### config.mk
export PLATFORM = sky130hd
export DESIGN_NAME = fib_seq_param
export DESIGN_NICKNAME = d
export VERILOG_FILES = /design/src/rtl/fib_seq_param.sv
export SDC_FILE = /design/constraint.sdc
export NUM_CORES = 1
export LEC_CHECK = 0
export CAP_MARGIN = 20
export CELL_PAD_IN_SITES_DETAIL_PLACEMENT = 1
export CELL_PAD_IN_SITES_GLOBAL_PLACEMENT = 2
export CORE_ASPECT_RATIO = 0.9
export CORE_MARGIN = 2
export CORE_UTILIZATION = 40
export CTS_CLUSTER_SIZE = 10
export DETAILED_ROUTE_END_ITERATION = 7
export DONT_BUFFER_PORTS = 1
export PLACE_DENSITY = 0.77
export SKIP_CTS_REPAIR_TIMING = 1
export SLEW_MARGIN = 20
export SYNTH_ARGS = -nofsm -noshare
export SYNTH_HDL_FRONTEND = slang
export SYNTH_SLANG_ARGS = --single-unit
### constraint.sdc
create_clock -name clk -period 3.35 [get_ports clk]
set_clock_uncertainty 0.2 [all_clocks]
set_input_delay 0.67 -clock clk [delete_from_list [all_inputs] [get_ports clk]]
set_output_delay 0.67 -clock clk [all_outputs]
set_load 0.02 [all_outputs]
### src/rtl/fib_seq_param.sv
// Width-generic Fibonacci engine: limit mode (largest term <= bound) or index mode (n-th term).
// Define FIB_SEQ_STREAM_EN to expose the per-term stream on term_valid/term.
module fib_seq_param #(
  parameter int unsigned WIDTH = 10,
  parameter int unsigned IDXW  = 6
) (
  input  logic             clk,
  input  logic             rst_n,
  input  logic             start,
  input  logic             mode,
  input  logic [WIDTH-1:0] number,
  output logic             busy,
  output logic             done,
  output logic [WIDTH-1:0] result,
  output logic [IDXW-1:0]  count,
  output logic             overflow,
  output logic             term_valid,
  output logic [WIDTH-1:0] term
);

  localparam int unsigned CMPW = (WIDTH > IDXW) ? WIDTH : IDXW;

  typedef enum logic [1:0] {
    IDLE = 2'd0,
    INIT = 2'd1,
    STEP = 2'd2
  } state_t;

  state_t           state;
  logic             mode_q;
  logic [WIDTH-1:0] num_q;
  logic [WIDTH-1:0] cur;
  logic [WIDTH-1:0] nxt;
  logic             nxt_ovf;
  logic [IDXW-1:0]  k;

  logic [WIDTH:0]   sum;
  logic             idx_hit;
  logic             limit_stop;
  logic             stop;

  // One extra sum bit flags a successor that no longer fits in WIDTH bits
  assign sum        = {1'b0, cur} + {1'b0, nxt};
  assign idx_hit    = (CMPW'(k) == CMPW'(num_q));
  assign limit_stop = nxt_ovf || (nxt > num_q);
  assign stop       = mode_q ? (idx_hit || nxt_ovf) : limit_stop;

  always_ff @(posedge clk or negedge rst_n) begin
    if (!rst_n) begin
      state    <= IDLE;
      mode_q   <= 1'b0;
      num_q    <= '0;
      cur      <= '0;
      nxt      <= '0;
      nxt_ovf  <= 1'b0;
      k        <= '0;
      busy     <= 1'b0;
      done     <= 1'b0;
      result   <= '0;
      count    <= '0;
      overflow <= 1'b0;
    end else begin
      done <= 1'b0;
      case (state)
        IDLE: begin
          if (start) begin
            mode_q <= mode;
            num_q  <= number;
            busy   <= 1'b1;
            state  <= INIT;
          end
        end
        INIT: begin
          cur     <= '0;
          nxt     <= WIDTH'(1);
          nxt_ovf <= 1'b0;
          k       <= '0;
          state   <= STEP;
        end
        STEP: begin
          if (stop) begin
            // Overflow only when index mode ran out of representable terms
            result   <= cur;
            count    <= k;
            overflow <= mode_q & ~idx_hit;
            done     <= 1'b1;
            busy     <= 1'b0;
            state    <= IDLE;
          end else begin
            cur     <= nxt;
            nxt     <= sum[WIDTH-1:0];
            nxt_ovf <= sum[WIDTH];
            k       <= k + IDXW'(1);
          end
        end
        default: state <= IDLE;
      endcase
    end
  end

`ifdef FIB_SEQ_STREAM_EN
  // Each STEP cycle presents the current term exactly once
  assign term_valid = (state == STEP);
  assign term       = (state == STEP) ? cur : '0;
`else
  assign term_valid = 1'b0;
  assign term       = '0;
`endif

endmodule

=== After elaboration in Yosys (flattened, before gate mapping) ===
Index checks and enable logic that the tools add are counted.

* Bits in registers: 59
* Input port bits: 14

* Bitwise gates (word level): 2
* Order comparisons: 1
* Mux-type cells: 17
* Reduce and logical (&&, ||, !) cells: 10
* Add/sub/neg operators: 2
* Eq/ne operators: 6

{| class="wikitable"
|+ Operators with widths
! operator !! count
|-
| $pmux 10 s2 || 2
|-
| $mux 10 || 2
|-
| $pmux 6 s2 || 1
|-
| $add 10x10->11 || 1
|-
| $eq 6x10->1 || 1
|-
| $gt 10x10->1 || 1
|-
| $reduce_and 2->1 || 4
|-
| $add 6x1->6 const B || 1
|-
| $mux 1 || 6
|-
| $mux 6 || 1
|-
| $ne 2x2->1 const B || 3
|-
| $pmux 2 s3 || 1
|-
| $mux 2 || 2
|-
| $pmux 1 s2 || 2
|-
| $reduce_bool 2->1 || 2
|-
| $reduce_and 3->1 || 1
|-
| $eq 2x1->1 const B || 1
|-
| $eq 2x2->1 const B || 1
|-
| $logic_not 2->1 || 1
|-
| $logic_or 1x1->1 || 2
|-
| $and 1x1->1 || 1
|-
| $not 1->1 || 1
|}

=== Logic depth before layout (Yosys ltp) ===
Gate-level depths: netlist (run 1).

* Word-level depth: 5
* Gate-level depth with buffers: 10
* Depth with buffers taken out: 9

=== Worst setup path after synthesis (run 1) ===
OpenSTA, ideal clock, no wires.

* Path type: register to register
* From: reg num_q[5]
* To: reg count[5]
* Slack: 704 ps
* Setup time: 125 ps
* Data arrival time: 2321 ps
* Path buffers: 2
* Period minus slack after synthesis: 2646 ps
* Stages on the path, launching flop included: 11
* Cells stage by stage: dfrtp_1 > inv_1 > ha_1 > a21oi_1 > o21ai_0 > a2111oi_2 > o21a_4 > or3_1 > buf_6 > buf_12 > mux2_4

* Word-level cells in the longest chain between the ends: 4

{| class="wikitable"
|+ RTL lines
! item !! RTL line !! text
|-
| start, declared || 31 || <nowiki>logic [WIDTH-1:0] num_q;</nowiki>
|-
| start signal, assigned || 68 || <nowiki>num_q <= number;</nowiki>
|-
| $gt 10x10->1 / $eq 6x10->1 (equally long branches) || 45, 44 ||
|-
| $logic_or 1x1->1 (on tied branches) || 45, 46 ||
|-
| $mux 1 (*) || 46 || <nowiki>assign stop = mode_q ? (idx_hit || nxt_ovf) : limit_stop;</nowiki>
|-
| $reduce_and 2->1 (no line) (*) || - ||
|-
| end signal, assigned || 84 || <nowiki>count <= k;</nowiki>
|-
| end, declared || 15 || <nowiki>output logic [IDXW-1:0] count,</nowiki>
|}

Every way passes the cells marked *; elsewhere a longest branch is shown, timed or not.
A chain may end at the register's enable or synchronous reset.

=== Worst setup path after layout (run 1) ===
* From: reg num_q[5]
* To: reg count[4]

The elaborated chain is that of the path after synthesis.

==> results of run 1 <==
-- worst min path at each step --
stage | cells past startpoint | endpoint
detailed placement | 0 | count[2]
finish | 2 | num_q[6]
global route | 2 | num_q[3]
floorplan | 0 | busy
global placement | 0 | k[2]
CTS | 0 | num_q[0]
-- sequential cells by signal, summed over array words and instances (netlist names) --
name and cells:
overflow 1, done 1, count 6, cur 10
nxt 10, state 2, k 6, num_q 10
mode_q 1, nxt_ovf 1, result 10, busy 1
-- placed cells by master (no fill, tap or decap), drive strengths merged, types with 10 or more instances in the layout --
master,synthesis,routed
clkbuf,12,12
conb,1,11
dfrtp,59,59
ha,21,21
inv,30,30
mux2,19,19
nand2,21,21
nand3,24,24
nor2,13,13
o21ai,40,40
xor2,10,10
-- critical path: stages (launching register included) --
cell,delay (ps)
dfrtp_1,370
inv_1,60
ha_1,320
a21oi_1,140
o21ai_0,140
a2111oi_2,650
o21a_4,250
or3_1,140
buf_4,220
mux2_2,350
-- layout make-up --
class                   instances  area share
repair buffers                  5     0.01664
inverters                      31     0.03225
clock inverters                 4     0.02635
clock buffers                  12     0.04577
flip-flops and latches         59      0.4092
multi-input cells             219      0.4355
well taps                      99     0.03433
-- routing by layer --
layer / vias up / share of wire
met5: - / 0
met4: 0 / 0.017
met3: 17 / 0.044
met2: 53 / 0.45
met1: 1163 / 0.49
li1: 1119 / -
-- through the flow --
step / setup WS [ps] / hold WS, ps / utilization
2_1_floorplan: 703.8 / 174.4 / -
3_3_place_gp: 459.9 / 176.0 / 0.4143
3_5_place_dp: 388.4 / 176.0 / 0.4143
4_1_cts: 354.6 / -220.7 / 0.4469
5_1_grt: 209.5 / 243.6 / 0.4516
6_report: 382.5 / 236.1 / 0.4516
-- kinds of logic after synthesis --
group / Yosys count / synth area share
compound gates: 78 / 0.1541
xor+xnor: 12 / 0.03205
fa+ha+maj: 22 / 0.08623
buf+inv: 56 / 0.08394
flops: 59 / 0.4502
mux: 19 / 0.07440
other cells: 1 / 0.001144
simple gates: 77 / 0.1179
-- Yosys cell counts (all sizes together), types with 2 or more instances --
master	number	area [um^2]
or3	2	12.51
nor2	13	48.80
nand4	3	18.77
o211ai	2	15.01
o21a	3	30.02
nor3	2	10.01
a21oi	6	30.03
o31ai	2	15.01
a211oi	2	15.01
and3	5	31.28
o2111ai	2	17.52
inv	30	112.6
buf	13	113.9
a21o	4	30.03
nand2b	2	12.51
clkbuf	12	45.04
nand3	24	120.1
xnor2	2	17.52
xor2	10	87.58
o21ai	40	200.2
mux2	19	244.0
ha	21	262.8
nand2	21	78.83
dfrtp	59	1476
a31oi	6	43.79
a32o	2	20.02
-- where the power goes --
group	internal (mW)	total, mW	switching (mW)
clock	0.554	0.853	0.299
combinational	0.411	1.04	0.627
sequential	0.918	1.19	0.272
==> results by group, run 1 <==
Status
  • Status: finished, final reports clean

Final layout
  • Register area: 1476 um^2
  • Fin nets: roughly 360
  • Post-Layout Cell Count: between 400 and 500
  • Antenna cells: 0
  • Final Cell Area: about 3600 um^2
  • Share of layout cells above drive strength 1: 0.1424
  • Area of the multi-input gates: between 1500 and 2000 um^2
  • Layout area overhead: 10.03%
  • Fill count: 890

Yosys
  • Sequential fraction of the synthesis area: 0.4502
  • Post-synth EDFFs: 0
  • Top FF cell, synth: dfrtp_1
  • Post-synth ARST share: 1.000
  • Gate Count Post-Synth: 324
  • Syn_area_per_cell: about 10 um^2
  • Synth cell types: between 40 and 50
  • Mapped Area: ~3300 um^2
  • YS warnings: 0
  • Yosys reg bits: a little under 60

Detailed routing
  • DRT iter0 DRCs: 70
  • Routed Antenna Nets: 0
  • WL/cell: between 15 and 20 um
  • First-pass DRT Iterations: 4
  • Via density: 5.483
  • Via Count: 2,352
  • DRT Wirelength: between 7 and 8 mm
  • Post-route DRC: 0

Placement
  • IO Port Bufs: 0
  • Area after DPL: between 3000 and 4000 um^2
  • Placer congestion estimate: about 0.80
  • Placed cells: ~410
  • Post-DP HPWL: between 5 and 6 mm

Timing
  • Relative slew slack: 0.4451
  • Final Setup Violations: 0
  • Fin crit share: 0.8858
  • Max-slew violations: 0
  • Setup total negative slack: 0 ps
  • Final hold vios: 0
  • RSZ-0062 raised after global routing: false
  • FMAX: about 340 MHz
  • Slew @ Worst Pin: 830.4 ps
  • Fin crit period: between 2000 and 3000 ps

Critical path
  • Critical Path RT: between 3000 and 4000 ps
  • Reg2reg setup slack: between 300 and 400 ps
  • Worst setup endpoint: count[4]
  • FF-to-FF Start: num_q[5]
  • WP data arrival: about 3000 ps
  • Crit path from: num_q[5]
  • Setup Crit Path Kind: flop to flop
  • CP endpoint kind: flop
  • Startpoint types: flop
  • R2R cell count: 9
  • R2r endpoint: count[4]
  • CP max FO: 8

Pwr
  • IR Drop Worst-Case VDD: approximately 360 uV
  • Leak: 1.740 nW
  • Power per cell area: about 850 nW/um^2
  • Tot Pwr: slightly above 3 mW

CTS
  • CTS Sinks: 59
  • Max Buffers Root-to-Sink: 2
  • TritonCTS buffer count: 9
  • Clock latency at the later pin of the worst-skew pair: 350 ps
  • Clk slew on worst S/H paths: approximately 80 ps
  • CTS tree: built
  • CTS H-Tree Depth: 3
  • Clk root buf: clkbuf_8

Global route
  • Vias in the first global route: ~2,400
  • First-pass GRT wire length: between 10 and 15 mm
  • Initial antenna violation count: 0
  • GR Layer Usage met3: 0.04588
  • Largest net degree at the start of global routing: 60
  • GR Layer Usage met1: 0.2500
  • All-layer global routing usage: 0.1790
  • Gr ovfl total: 0
  • Met2 Use GR: 0.2663
  • Gr busiest metal: met2

Floorplan
  • Die Y-Extent: approximately 90 um
  • IO Count: 44
  • Die width: 99.45 um
  • Initial Util: 0.4104
  • Die area: between 8000 and 9000 um^2
  • Core footprint: approximately 8000 um^2
  • Placement row count: 31

Hold path
  • Hold WC Path Type: primary input to flop
  • HP Start: number[6]

Run
  • Max_cap viols: 0
(Power assumes the default switching activity.)
==> inputs of run 2 (changes only) <==
--- a/config.mk
+++ b/config.mk
@@ -14,7 +14,7 @@
 export CTS_CLUSTER_SIZE = 10
 export DETAILED_ROUTE_END_ITERATION = 7
 export DONT_BUFFER_PORTS = 1
-export PLACE_DENSITY = 0.77
+export PLACE_DENSITY = 0.84
 export SKIP_CTS_REPAIR_TIMING = 1
 export SLEW_MARGIN = 20
 export SYNTH_ARGS = -nofsm -noshare
==> run 2 against run 1 <==
Compared with the run above:
- wire length fell by 2.4%
- cell count stayed put
- register-to-register slack worse by 60 ps
- non-clock buffer count unchanged
- critical path type unchanged
- critical endpoint is now count[0]
==> results by group, run 2 (synthesized netlist as in run 1, its figures left out) <==
Critical path
  • R2R cell count: 8 (-1)
  • Critical Path RT: 3380 ps (about the same)
  • FF-to-FF Start: nxt[5]
  • CP max FO: 12 (+4)
  • R2r endpoint: count[0]
  • CP endpoint kind: flop
  • Startpoint types: flop
  • WP data arrival: 3050 ps (+50 ps)
  • Setup Crit Path Kind: flop to flop
  • Reg2reg setup slack: 330 ps (-60 ps)

Timing
  • RSZ-0062 raised after global routing: false
  • Worst hold margin: 244.2 ps (+8.132 ps)
  • FMAX: 330.8 MHz (-1.8%)
  • Max-slew violations: 0 (unchanged)
  • Slew @ Worst Pin: 833.5 ps (+3.075 ps)
  • Fin crit share: 0.9023 (+0.01646)
  • Final hold vios: 0 (unchanged)
  • Relative slew slack: 0.4430 (-0.002055)
  • Fin crit period: 3023 ps (+55.16 ps)
  • Final Setup Violations: 0 (unchanged)
  • Setup total negative slack: 0 ps (unchanged)

Pwr
  • IR Drop Worst-Case VDD: 340.5 uV (-6.2%)
  • Clk pwr share: 0.269 (-0.008)
  • Sequential share of power: 0.394 (+0.008)
  • Switch share: 0.3919 (+0.002985)
  • Switching pwr: 1.187 mW (-0.91%)
  • Internal cell power: 1.842 mW (-2.1%)
  • Logic gate share of total power: 0.337 (about the same)
  • Power per cell area: 841.9 nW/um^2 (-1.4%)
  • Leak: 1.731 nW (-0.56%)

CTS
  • Max Buffers Root-to-Sink: 2 (unchanged)
  • Clk root buf: clkbuf_8
  • Clk slew on worst S/H paths: 70 ps (about the same)
  • Clock latency at the later pin of the worst-skew pair: 350 ps (about the same)
  • CTS H-Tree Depth: 3 (unchanged)
  • TritonCTS buffer count: 9 (unchanged)
  • CTS tree: built
  • CTS Sinks: 59 (unchanged)

Hold path
  • Hold EP: num_q[7]
  • Hold depth: 2 (unchanged)
  • HP Start: number[7]
  • Hold WC Path Type: primary input to flop

Floorplan
  • Die Y-Extent: 89.90 um (unchanged)
  • Initial Util: 0.4104 (unchanged)
  • IO Count: 44 (unchanged)
  • Die area: 8940 um^2 (unchanged)
  • Die width: 99.45 um (unchanged)
  • Core footprint: 7990 um^2 (unchanged)
  • Placement row count: 31 (unchanged)

Global route
  • Initial antenna violation count: 0 (unchanged)
  • First-pass GRT wire length: 12.13 mm (-1.7%)
  • All-layer global routing usage: 0.1745 (-0.004495)
  • Gr ovfl total: 0 (unchanged)
  • Largest net degree at the start of global routing: 60 (unchanged)
  • Vias in the first global route: 2,371 (-2.3%)

Detailed routing
  • Routed wl met2: 3.179 mm (-6.2%)
  • Via Count: 2,287 (-2.8%)
  • WL/cell: 17.03 um (-2.4%)
  • Post-route DRC: 0 (unchanged)
  • First-pass DRT Iterations: 4 (unchanged)
  • DRT iter0 DRCs: 116 (+66%)
  • DR WL met3: 272 um (-17%)
  • Met1 WL: 3.716 mm (+2.1%)
  • Routed Antenna Nets: 0 (unchanged)
  • DRT Wirelength: 7.304 mm (-2.4%)
  • Uppermost routed layer: met4
  • Via density: 5.331 (-2.8%)

Final layout
  • Final Cell Area: 3597 um^2 (-0.31%)
  • Post-layout util: 0.4502 (-0.001409)
  • Layout area overhead: 9.691%
  • Antenna cells: 0 (unchanged)
  • Share of layout cells above drive strength 1: 0.1424 (unchanged)
  • Commonest non-fill, non-tap cell in the layout: dfrtp_1
  • Most frequent cells in the layout: 59 x dfrtp_1, 40 x o21ai_0, 30 x inv_1
  • Fin nets: 361 (unchanged)

Placement
  • Placer congestion estimate: 0.7683 (-3.6%)
  • IO Port Bufs: 0 (unchanged)
  • Area after DPL: 3311 um^2 (unchanged)
  • Post-DP HPWL: 5.191 mm (-2.8%)

Run
  • Max_cap viols: 0 (unchanged)

Status
  • Status: finished, final reports clean
-- run 2: cell count changes in the layout (fill, tap and decap cells not counted), sizes merged --
cell,change
inv,+1
clkinvlp,+1
clkbuf,-2
-- run 2: cell type report --
type / instances / area [um^2]
clock buffers: 10 / 137.6
repair buffers: 5 / 60.06
fillers: 879 / 4393
well taps: 99 / 123.9
inverters: 31 / 116.4
multi-input cells: 219 / 1572
clock inverters: 6 / 111.4
flip-flops and latches: 59 / 1476
-- run 2: power groups by stage --
stage	combinational, mW	sequential [mW]	clock [mW]
after floorplan	0.847	1.11	0
after global placement	0.966	1.20	0
after detailed placement	0.999	1.21	0
after CTS	1.01	1.20	0.843
after global routing	1.19	1.23	0.873
final	1.02	1.19	0.814
-- run 2: worst max path at each step --
stage	from	to	slack, ps	cells after the start
after global routing	nxt[5]	count[1]	140	8
after floorplan	num_q[5]	count[5]	700	10
after global placement	nxt[7]	result[7]	460	8
final	nxt[5]	count[0]	330	8
after detailed placement	nxt[7]	count[0]	390	8
after CTS	nxt[5]	count[0]	330	8
-- run 2: metrics by stage --
stage               setup WS [ps]  instances  total power, mW
floorplan                   703.8        334            1.955
global placement            459.2        411            2.170
detailed placement          387.0        411            2.211
CTS                         329.1        427            3.051
global route                142.5        429            3.286
finish                      327.3        429            3.029
-- run 2: layer usage --
metal  vias up  GRT usage
li1       1119          -
met5         -          0
met2        39     0.2511
met1      1121     0.2432
met4         0    0.07078
met3         8    0.05443
-- run 2: critical path, stage by stage, from the launching register on --
cell,delay (ps)
dfrtp_1,420
ha_1,330
a21oi_1,160
o21ai_0,140
a2111oi_2,690
o21a_4,250
or3_1,150
buf_4,210
mux2_2,350
==> inputs of run 3 (changes only) <==
--- a/config.mk
+++ b/config.mk
@@ -5,16 +5,17 @@
 export SDC_FILE = /design/constraint.sdc
 export NUM_CORES = 1
 export LEC_CHECK = 0
+export ABC_AREA = 1
 export CAP_MARGIN = 20
 export CELL_PAD_IN_SITES_DETAIL_PLACEMENT = 1
 export CELL_PAD_IN_SITES_GLOBAL_PLACEMENT = 2
 export CORE_ASPECT_RATIO = 0.9
 export CORE_MARGIN = 2
-export CORE_UTILIZATION = 40
+export CORE_UTILIZATION = 37
 export CTS_CLUSTER_SIZE = 10
 export DETAILED_ROUTE_END_ITERATION = 7
 export DONT_BUFFER_PORTS = 1
-export PLACE_DENSITY = 0.84
+export PLACE_DENSITY = 0.85
 export SKIP_CTS_REPAIR_TIMING = 1
 export SLEW_MARGIN = 20
 export SYNTH_ARGS = -nofsm -noshare
==> run 3 against run 2 <==
Compared with the run above:
- utilization fell by 3.3 points
- wire length is 14% higher
- cell count grew 29%
- global-route usage rose by 1.2 points
- via count up 18%
- critical path type unchanged
- largest power group unchanged
==> results by group, run 3 <==
Final layout
  • Share of layout cells above drive strength 1: 0.07339 (-0.06903)
  • Antenna cells: 0 (unchanged)
  • Post-layout util: 0.4171 (-0.03315)
  • Fin nets: 467 (+29%)
  • Most frequent cells in the layout: 165 x nand2_1, 59 x dfrtp_1, 38 x inv_1
  • Layout area overhead: 7.818%
  • Fill count: 1,105 (+26%)
  • Commonest non-fill, non-tap cell in the layout: nand2_1

CTS
  • CTS H-Tree Depth: 3 (unchanged)
  • Max Buffers Root-to-Sink: 2 (unchanged)
  • Clk root buf: clkbuf_8
  • CTS tree: built
  • Clock latency at the later pin of the worst-skew pair: 340 ps (about the same)
  • CTS Sinks: 59 (unchanged)
  • Clk slew on worst S/H paths: 70 ps (about the same)
  • TritonCTS buffer count: 9 (unchanged)

Floorplan
  • Core footprint: 8688 um^2 (+8.7%)
  • Die width: 104.5 um (+5.0%)
  • Initial Util: 0.3868 (-0.02362)
  • IO Count: 44 (unchanged)
  • Die Y-Extent: 94.42 um (+5.0%)
  • Die area: 9863 um^2 (+10%)
  • Placement row count: 32 (+3.2%)

Timing
  • Final hold vios: 0 (unchanged)
  • RSZ-0062 raised after global routing: false
  • Fin crit period: 2477 ps (-545.5 ps)
  • Relative slew slack: 0.5626 (+0.1196)
  • Slew @ Worst Pin: 655.3 ps (-178.2 ps)
  • Final Setup Violations: 0 (unchanged)
  • FMAX: 403.7 MHz (+22%)
  • Setup total negative slack: 0 ps (unchanged)
  • Fin crit share: 0.7394 (-0.1628)
  • Max-slew violations: 0 (unchanged)

Detailed routing
  • DRT iter0 DRCs: 172 (+48%)
  • First-pass DRT Iterations: 4 (unchanged)
  • Via density: 4.861 (-8.8%)
  • DRT Wirelength: 8.345 mm (+14%)
  • WL/cell: 15.04 um (-12%)
  • Via Count: 2,698 (+18%)
  • Post-route DRC: 0 (unchanged)
  • Routed Antenna Nets: 0 (unchanged)

Yosys
  • Yosys top cell by area: dfrtp_1
  • Area contributors post-synth: dfrtp_1 44%, nand2_1 18%, ha_1 7.8%, nand3_1 5.1%, inv_1 4.2%
  • Top FF cell, synth: dfrtp_1
  • Synth cell types: 33 (-31%)
  • Gate Count Post-Synth: 430 (+33%)
  • Most frequent cell after synthesis: nand2_1
  • Post-synth ARST share: 1.000 (unchanged)
  • Syn_area_per_cell: 7.816 um^2 (-23%)
  • Top-area cell type share of the netlist area: 0.4393 (-0.01089)
  • Post-synth EDFFs: 0 (unchanged)
  • Most instantiated cells after synthesis: 165 x nand2_1, 59 x dfrtp_1, 38 x inv_1
  • Mapped Area: 3361 um^2 (+2.5%)
  • YS warnings: 0 (unchanged)
  • Sequential fraction of the synthesis area: 0.4393 (-0.01089)
  • Yosys reg bits: 59 (unchanged)

Placement
  • Placer congestion estimate: 0.7901 (+2.8%)
  • Post-DP HPWL: 6.112 mm (+18%)
  • IO Port Bufs: 0 (unchanged)

Hold path
  • Hold WC Path Type: primary input to flop

Global route
  • Largest net degree at the start of global routing: 60 (unchanged)
  • All-layer global routing usage: 0.1863 (+0.01181)
  • Gr ovfl total: 0 (unchanged)
  • First-pass GRT wire length: 14.28 mm (+18%)
  • Vias in the first global route: 2,810 (+19%)
  • Initial antenna violation count: 0 (unchanged)

Critical path
  • Most common cell on crit path: nand2_1
  • Crit-path slowest cell: dfrtp_1
  • CP max stage delay: 440 ps (-250 ps)
  • Startpoint types: flop
  • CP max FO: 28 (+16)
  • Worst-path cell chain: ha_1 > nand2_1 > nor2_1 > nand4_1 > nand3_1 > nand4_4 > nand2_4 > nand2_1 > nand2_1
  • Critical Path RT: 3430 ps (+50 ps)
  • WP data arrival: 2550 ps (-500 ps)
  • Setup Crit Path Kind: flop to flop
  • Cell family with most CP delay: simple AND/OR/NAND/NOR gates
  • Worst Path Buf+Inv: 0 (-1)
  • CP endpoint kind: flop

Pwr
  • IR Drop Worst-Case VDD: 252.8 uV (-26%)
  • Power per cell area: 721.2 nW/um^2 (-14%)
  • Leak: 1.966 nW (+14%)

Run
  • Max_cap viols: 0 (unchanged)

Status
  • Status: finished, final reports clean
run 3: cell count changes in the layout (fill, tap and decap cells not counted), moves of 6 or more:
cell | before | now
inv_1 | 30 | 38
mux2_2 | 11 | 0
mux2_4 | 8 | 0
nand2_1 | 21 | 165
nand3_1 | 24 | 34
nor2_1 | 13 | 27
o21ai_0 | 40 | 12
o21ai_1 | 0 | 8
xor2_1 | 10 | 4
run 3: through the flow:
stage / cell area [um^2] / setup slack (ps) / total power [mW] / hold WS (ps) / std cells
floorplan: 3398 / 1368 / 1.725 / 174.4 / 440
global placement: 3377 / 925.5 / 1.876 / 175.6 / 537
detailed placement: 3377 / 879.4 / 1.905 / 175.8 / 537
CTS: 3586 / 851.1 / 2.625 / -195.1 / 553
global route: 3623 / 554.6 / 2.825 / 265.2 / 555
finish: 3623 / 872.8 / 2.613 / 253.7 / 555
run 3: area by class of cell:
class / count / area, um^2 / area share
inverters: 44 / 167.7 / 0.04627
flip-flops and latches: 59 / 1476 / 0.4075
multi-input cells: 315 / 1584 / 0.4372
repair buffers: 2 / 37.54 / 0.01036
clock buffers: 11 / 131.4 / 0.03626
clock inverters: 5 / 77.57 / 0.02141
well taps: 119 / 148.9 / 0.04109
run 3: cell families after synthesis:
logic type / Yosys count / share of synthesized area
and+or+nand+nor: 243 / 0.3071
buffers and inverters: 66 / 0.1005
DFF: 59 / 0.4393
AOI/OAI and AO/OA: 32 / 0.04952
adders and majority gates: 22 / 0.08414
xor gates and xnor gates: 7 / 0.01824
other: 1 / 0.001116
run 3: power by group:
group          total (mW)  internal, mW  switching, mW
Sequential           1.04         0.864          0.178
Combinational       0.870         0.266          0.604
Clock               0.700         0.417          0.284
run 3: metal layers:
metal  wire (um)  track usage  vias to the layer above
met5           0            0                        -
met4         112      0.05743                        0
met3         351      0.04141                       12
met2        3667       0.2914                       51
met1        4214       0.2591                     1304
li1            -            -                     1331
run 3: worst paths after layout:
path                       startpoint       end  slack, ps  depth (start not counted)
hold reg to reg               nxt_ovf   nxt_ovf        310                          2
setup / recovery               nxt[9]    nxt[5]        870                          9
setup reg to reg               nxt[9]    nxt[5]        870                          9
min in group asynchronous       rst_n  count[0]        670                          2
max in group asynchronous       rst_n    cur[4]       2020                          2
hold / removal              number[3]  num_q[3]        250                          2
